### src/rtl/store_buffer.sv
// rtl/store_buffer.sv - posted-write FIFO between MEM stage and data memory
// Drains one store per cycle; flags loads hitting a pending store word.
module store_buffer #(
    parameter int DEPTH = 4,
    parameter int PTR_W = 2
) (
    input  logic             clk,
    input  logic             reset,
    input  logic             st_valid,
    input  logic [31:0]      st_addr,
    input  logic [3:0]       st_be,
    input  logic [31:0]      st_data,
    input  logic [31:0]      st_pc,
    output logic             st_ready,
    input  logic             ld_valid,
    input  logic [31:0]      ld_addr,
    output logic             ld_hit,
    output logic             dm_we,
    output logic [31:0]      dm_addr,
    output logic [3:0]       dm_be,
    output logic [31:0]      dm_din,
    output logic [31:0]      dm_pc,
    input  logic             dm_ready,
    output logic [PTR_W:0]   count,
    output logic             empty
);

    localparam logic [PTR_W:0] FULL_CNT = (PTR_W+1)'(DEPTH);

    logic [29:0]      r_addr [DEPTH];
    logic [3:0]       r_be   [DEPTH];
    logic [31:0]      r_data [DEPTH];
    logic [31:0]      r_pc   [DEPTH];
    logic [DEPTH-1:0] r_valid;
    logic [PTR_W-1:0] r_head;
    logic [PTR_W-1:0] r_tail;
    logic [PTR_W:0]   r_count;

    logic             w_push;
    logic             w_pop;
    logic [DEPTH-1:0] w_valid_nxt;
    logic             w_hit;
    logic             w_unused_bits;

    // Byte offsets are irrelevant at word granularity.
    assign w_unused_bits = ^{st_addr[1:0], ld_addr[1:0]};

    assign st_ready = (r_count != FULL_CNT);
    assign dm_we    = (r_count != '0);
    assign w_push   = st_valid & st_ready;
    assign w_pop    = dm_we & dm_ready;
    assign count    = r_count;
    assign empty    = (r_count == '0);

    // Payload is not reset; gating by dm_we keeps outputs at zero while empty.
    assign dm_addr = dm_we ? {r_addr[r_head], 2'b00} : 32'h0;
    assign dm_be   = dm_we ? r_be[r_head]            : 4'h0;
    assign dm_din  = dm_we ? r_data[r_head]          : 32'h0;
    assign dm_pc   = dm_we ? r_pc[r_head]            : 32'h0;

    always_ff @(posedge clk) begin
        if (w_push) begin
            r_addr[r_tail] <= st_addr[31:2];
            r_be[r_tail]   <= st_be;
            r_data[r_tail] <= st_data;
            r_pc[r_tail]   <= st_pc;
        end
    end

    always_comb begin
        w_valid_nxt = r_valid;
        if (w_pop)
            w_valid_nxt[r_head] = 1'b0;
        if (w_push)
            w_valid_nxt[r_tail] = 1'b1;
    end

    always_ff @(posedge clk or negedge reset) begin
        if (!reset) begin
            r_head  <= '0;
            r_tail  <= '0;
            r_count <= '0;
            r_valid <= '0;
        end else begin
            r_valid <= w_valid_nxt;
            if (w_push)
                r_tail <= r_tail + PTR_W'(1);
            if (w_pop)
                r_head <= r_head + PTR_W'(1);
            if (w_push && !w_pop)
                r_count <= r_count + (PTR_W+1)'(1);
            else if (w_pop && !w_push)
                r_count <= r_count - (PTR_W+1)'(1);
        end
    end

    always_comb begin
        w_hit = 1'b0;
        for (int i = 0; i < DEPTH; i++) begin
            if (r_valid[i] && (r_addr[i] == ld_addr[31:2]))
                w_hit = 1'b1;
        end
    end

    assign ld_hit = ld_valid & w_hit;

endmodule
### config.mk
export PLATFORM = sky130hd
export DESIGN_NAME = store_buffer
export DESIGN_NICKNAME = d
export VERILOG_FILES = /design/src/rtl/store_buffer.sv
export SDC_FILE = /design/constraint.sdc
export NUM_CORES = 1
export LEC_CHECK = 0
export ABC_AREA = 1
export BUFFER_PORTS_ARGS = -buffer_cell sky130_fd_sc_hd__buf_4
export CAP_MARGIN = 15
export CORE_MARGIN = 2
export CORE_UTILIZATION = 50
export CTS_BUF_LIST = sky130_fd_sc_hd__clkbuf_4 sky130_fd_sc_hd__clkbuf_8
export CTS_CLUSTER_DIAMETER = 200
export DETAILED_ROUTE_END_ITERATION = 8
export GPL_TIMING_DRIVEN = 0
export MAX_ROUTING_LAYER = met4
export PLACE_DENSITY = 0.69
export SYNTH_ARGS = -nofsm -noshare
export SYNTH_HDL_FRONTEND = slang
export SYNTH_SLANG_ARGS = --single-unit
### constraint.sdc
create_clock -name clk -period 12.6 [get_ports clk]
set_input_delay 1.89 -clock clk [delete_from_list [all_inputs] [get_ports clk]]
set_output_delay 1.89 -clock clk [all_outputs]
set_load 0.02 [all_outputs]
## Yosys cells after proc, flatten, opt, wreduce, memory -nomap -nowiden

Memories as Yosys holds them, arrays and structs flattened.
Cells that the tools add are included.

- Bits in registers: 11
- Output and inout port bits: 107
- Input bits: 137
- RAM bits: 392
- Memories: 4
- Word-level logic and storage cells: 58

- Add/sub/neg operators: 4
- Bitwise logic cells: 6
- Magnitude comparators: 4
- Reduce and logical (&&, ||, !) cells: 13
- Eq/ne operators: 5
- Mux-type cells: 18

Memories:

| name | depth | width | rd ports | clocked after memory_dff | wr ports | line | RTL |
|---|---|---|---|---|---|---|---|
| r_data | 4 | 32 | 1 | 0 | 1 | 32 | `logic [31:0] r_data [DEPTH];` |
| r_pc | 4 | 32 | 1 | 0 | 1 | 33 | `logic [31:0] r_pc [DEPTH];` |
| r_addr | 4 | 30 | 5 | 0 | 1 | 30 | `logic [29:0] r_addr [DEPTH];` |
| r_be | 4 | 4 | 1 | 0 | 1 | 31 | `logic [3:0] r_be [DEPTH];` |

Operator list:

| cell | count |
|---|---|
| == test 30 bit | 4 |
| 2-to-1 mux 32 bit | 3 |
| 2-to-1 mux 4 bit | 3 |
| logical AND 1 bit | 8 |
| 2-to-1 mux 1 bit | 8 |
| < comparator 2 x 3 -> 1 bit, second input constant | 2 |
| 2-to-1 mux 3 bit | 2 |
| adder 2 x 1 -> 2 bit, second input constant | 2 |
| AND 4 bit | 1 |
| demux 1 bit (select 2 bit) | 2 |
| greater-or-equal comparator 2 x 1 -> 1 bit, second input constant | 2 |
| NOT 4 bit | 1 |
| bitwise OR 4 bit | 1 |
| adder 3 x 1 -> 3 bit, second input constant | 1 |
| AND 1 bit | 3 |
| zero test 3 bit | 1 |
| != test 3 bit, second input constant | 1 |
| nonzero test 3 bit | 1 |
| subtractor 3 x 1 -> 3 bit, second input constant | 1 |
| zero test 1 bit | 2 |
| nonzero test 2 bit | 1 |

## Logic depth before layout (Yosys ltp)

- Depth in word-level cells: 9
- Depth in mapped cells: 13
- Depth with buffers taken out: 12

## Worst setup path before layout

OpenSTA, ideal clock, no wires.

- Path type: in2reg
- From: input st_valid
- To: memory r_addr[1][0], enable pin
- Slack: 5.868 ns
- Library setup time: 0.557 ns
- Data arrival time: 6.175 ns
- Path buffers: 0
- Cell stages on the path: 2
- Cells stage by stage: nand2_1 > nor2_1

- Word-level cells in the longest chain between the ends: 3

Ends and longest elaborated chain:

| item | line | RTL |
|---|---|---|
| from (decl) | 9 | `input logic st_valid,` |
| AND 1 bit | 50 | `assign w_push = st_valid & st_ready;` |
| 2-to-1 mux 1 bit | 62 | `if (w_push) begin` |
| 2-to-1 mux 1 bit (implied by the code) | 63 | `r_addr[r_tail] <= st_addr[31:2];` |
| to (decl) | 30 |  |

No other way between the ends.

## Worst setup path in the final report

- From: input ld_addr[29]
- To: output ld_hit

- Word-level cells in the longest chain between the ends: 7
- Elaborated cells between the ends (all ways): 13
- Classes of those cells: eq/ne (4); mux (4); bitwise (1); reduce/logical (4)

Ends and longest elaborated chain:

| item | line | RTL |
|---|---|---|
| from (decl) | 16 | `input logic [31:0] ld_addr,` |
| == test 30 bit | 100 | `if (r_valid[i] && (r_addr[i] == ld_addr[31:2]))` |
| logical AND 1 bit | 100 |  |
| 2-to-1 mux 1 bit (3 in a row) | 100 |  |
| 2-to-1 mux 1 bit * | 100 |  |
| AND 1 bit * | 105 | `assign ld_hit = ld_valid & w_hit;` |
| to (decl) | 17 | `output logic ld_hit,` |

Every way passes the cells marked *; elsewhere a longest branch is shown, timed or not.

==> results.cfg <==
[outcome]
status = finished clean

[synth]
ys_seq_area_frac = 0.678
synthMuxAreaShare = 0.000634
ys_types = 28
synth_fa_ha_area_frac = 0.00746
syn_area_per_cell_um2 = 10.6
synth_top_family_by_area = simple AND/OR/NAND/NOR gates
ys_ff_latch = 403
syn-instance-count = 1676
synth-warning-count = 0
synthTopCellsByArea = edfxtp_1 66%, nor2_1 7.3%, nand2_1 5.5%, o21ai_0 5.2%, a21oi_1 4.1%
synth_largest_area_cell = edfxtp_1
synth_compound_area_frac = 0.101
yosysTopAreaCellShare = 0.663
synth-simple-area-share = 0.136
netlist_area_um2 = 17800
synthXorXnorAreaFrac = 0.0222

[routing]
wl_per_cell_um = 21.0
ant_nets = 0
drt-total-wl_mm = 52.5
first_pass_iters = 6
drc = 0
drtIter0Drc = 1147
viasPerCell = 5.36
vias = 13400

[global_routing]
antenna_found_initial = 3
grt_pass1_wl_mm = 76.8
grt_pass1_vias = 13100
grt-ovfl-total = 0
grt_max_degree = 28
grt.total_usage = 0.293

[min_path]
worstHoldPathCells = 2
hp-class = flop to flop
hold_end = r_valid[2]
hold_start = r_valid[2]

[finish]
layout_commonest_cell = edfxtp_1
area_growth_pct = 22.3
finalNonFillerCells = 2502
nets = 2140
drive_gt1_frac = 0.199
final_cell_mix = 392 x edfxtp_1, 340 x nor2_1, 260 x nand2_1

[timing]
period_minus_slack_ns = 5.30
report.final.slew_viol_count = 0
fmax_mhz = 189
hold_viol = 0
setup_violations = 0
fin_ws_ns = 7.30
finalCritPeriodShare = 0.421
max_slew_margin = 0.320
skew_ns = 0.0272
rsz0062_at_grt = no
worst_pin_slew_ns = 1.02
timing.setup.tns_ns = 0

[cts]
cts.clk_slew.worst_paths_ns = 0.06
cts-hold-fix-buffers = 0
tritoncts = built
post_cts.repair.setup_buffers = 0
cts_root_buf = clkbuf_8
worstSkewPairLatency_ns = 0.62
cts_made_buffers = 67
cts_resized = 0
cts_buffer_depth = 3
htree_levels = 3
cts.sinks = 403

[setup_path]
crit_buf_inv = 2
crit_fanout = 5
crit_required_ns = 10.71
cp_cell_sequence = clkbuf_2 -> xnor2_1 -> nand2_1 -> nor2_1 -> nand2_1 -> nor2_1 -> nand2_1 -> nand2_1 -> nor2_1 -> nor2_1 -> buf_4
cp-end-kind = primary output
worst_r2r_path_depth = 8
cpMaxStageDelayCell = xnor2_1
cp.arrival_ns = 3.41
r2r-start = count[0]
critPathMaxStageDelay_ns = 0.33
cpLargestDelayFamily = simple AND/OR/NAND/NOR gates
timing.rr.end = r_data[0][12]
path_class = primary input to primary output
cp-start-kind = primary input
r2r_slack_ns = 9.82

[placed_design]
io_buffers = 231
post-place-ws_ns = 7.36
dp_cells = 2385
hpwl_mm = 36.0
gp_congestion = 0.940

[die]
core_region_area_um2 = 35300
dieArea_um2 = 37100
pin_count = 244
die_w_um = 193
fp-row-count = 69
die_height_um = 193
start_util = 0.503

[power_and_ir_drop]
p_per_area_nw_per_um2 = 250
ir_worst_vdd_v = 0.000182
leakagePower_nw = 8.59

[run]
drv_cap = 0
registers in the layout, summed over array words and instances (netlist names):
| name | count |
|---|---|
| r_pc | 128 |
| r_data | 128 |
| count | 3 |
| r_addr | 120 |
| r_head | 2 |
| r_be | 16 |
| r_tail | 2 |
| r_valid | 4 |
worst min-delay path: cells and delay by family, from the launching register on:
family	cells	cell delay [ns]
simple gates	1	0.06
compound gates	1	0.06
flops	1	0.36
cells by family (layout without fill, tap and decap cells):
kind of cell | after synthesis | in the layout
simple gates | 626 | 626
flops | 403 | 403
compound gates | 355 | 355
buf+inv | 235 | 596
xor+xnor | 45 | 45
fa+ha+maj | 10 | 10
other cells | 1 | 5
mux | 1 | 1
layout make-up:
type,instances,area [um2]
repair buffers,247,2090
plain buffers,83,394
clock buffers,87,1090
diodes,3,7.51
fillers,2885,13600
flip-flops and latches,403,12000
well taps,461,577
clock inverters,27,160
multi-input cells,1039,4790
inverters,152,573
where the power goes:
group,switching (W),internal (W),total [W]
combinational,0.00165,0.000832,0.00248
sequential,0.0000894,0.00177,0.00186
clock,0.000520,0.000586,0.00111
total,0.00226,0.00319,0.00544
routing by layer:
| metal | track usage | up-vias | part of all wire |
|---|---|---|---|
| li1 | - | 6296 | - |
| met4 | 0.111 | 0 | 0.031 |
| met1 | 0.379 | 6377 | 0.41 |
| met5 | - | - | 0 |
| met2 | 0.452 | 627 | 0.47 |
| met3 | 0.0704 | 114 | 0.097 |
through the flow:
stage | instance area [um2] | total power, W | hold slack [ns] | utilization
finish | 21700 | 0.00544 | 0.516 | 0.615
global route | 21700 | 0.00572 | 0.549 | 0.615
CTS | 21700 | 0.00545 | 0.519 | 0.615
detailed placement | 20500 | 0.00435 | 0.493 | 0.580
global placement | 20100 | 0.00433 | 0.494 | 0.569
floorplan | 17800 | 0.00326 | 0.447 | -
worst max-delay path by stage:
stage	from	to	slack, ns	cells past startpoint
CTS	ld_addr[29]	ld_hit	7.36	11
floorplan	st_valid	r_addr[1][0]	5.87	2
detailed placement	ld_addr[29]	ld_hit	7.36	11
global route	ld_addr[29]	ld_hit	7.20	11
finish	ld_addr[29]	ld_hit	7.30	11
global placement	st_valid	r_data[1][14]	2.05	3
synth_stat cells:
master    instances
a21boi_0          3
a21oi_1         144
a31oi_1           1
buf_2            35
buf_4             6
buf_6             1
clkbuf_1         34
clkbuf_2          7
conb_1            1
dfrtp_1          11
edfxtp_1        392
fa_1              1
ha_1              9
inv_1           149
inv_2             2
inv_4             1
mux2_2            1
nand2_1         260
nand3_1           5
nand4_1          15
nor2_1          344
nor3_4            1
o211ai_1          7
o21ai_0         185
o21ai_1          15
or2_1             1
xnor2_1          39
xor2_1            6
Note: power is estimated with default switching activity, not from simulation.
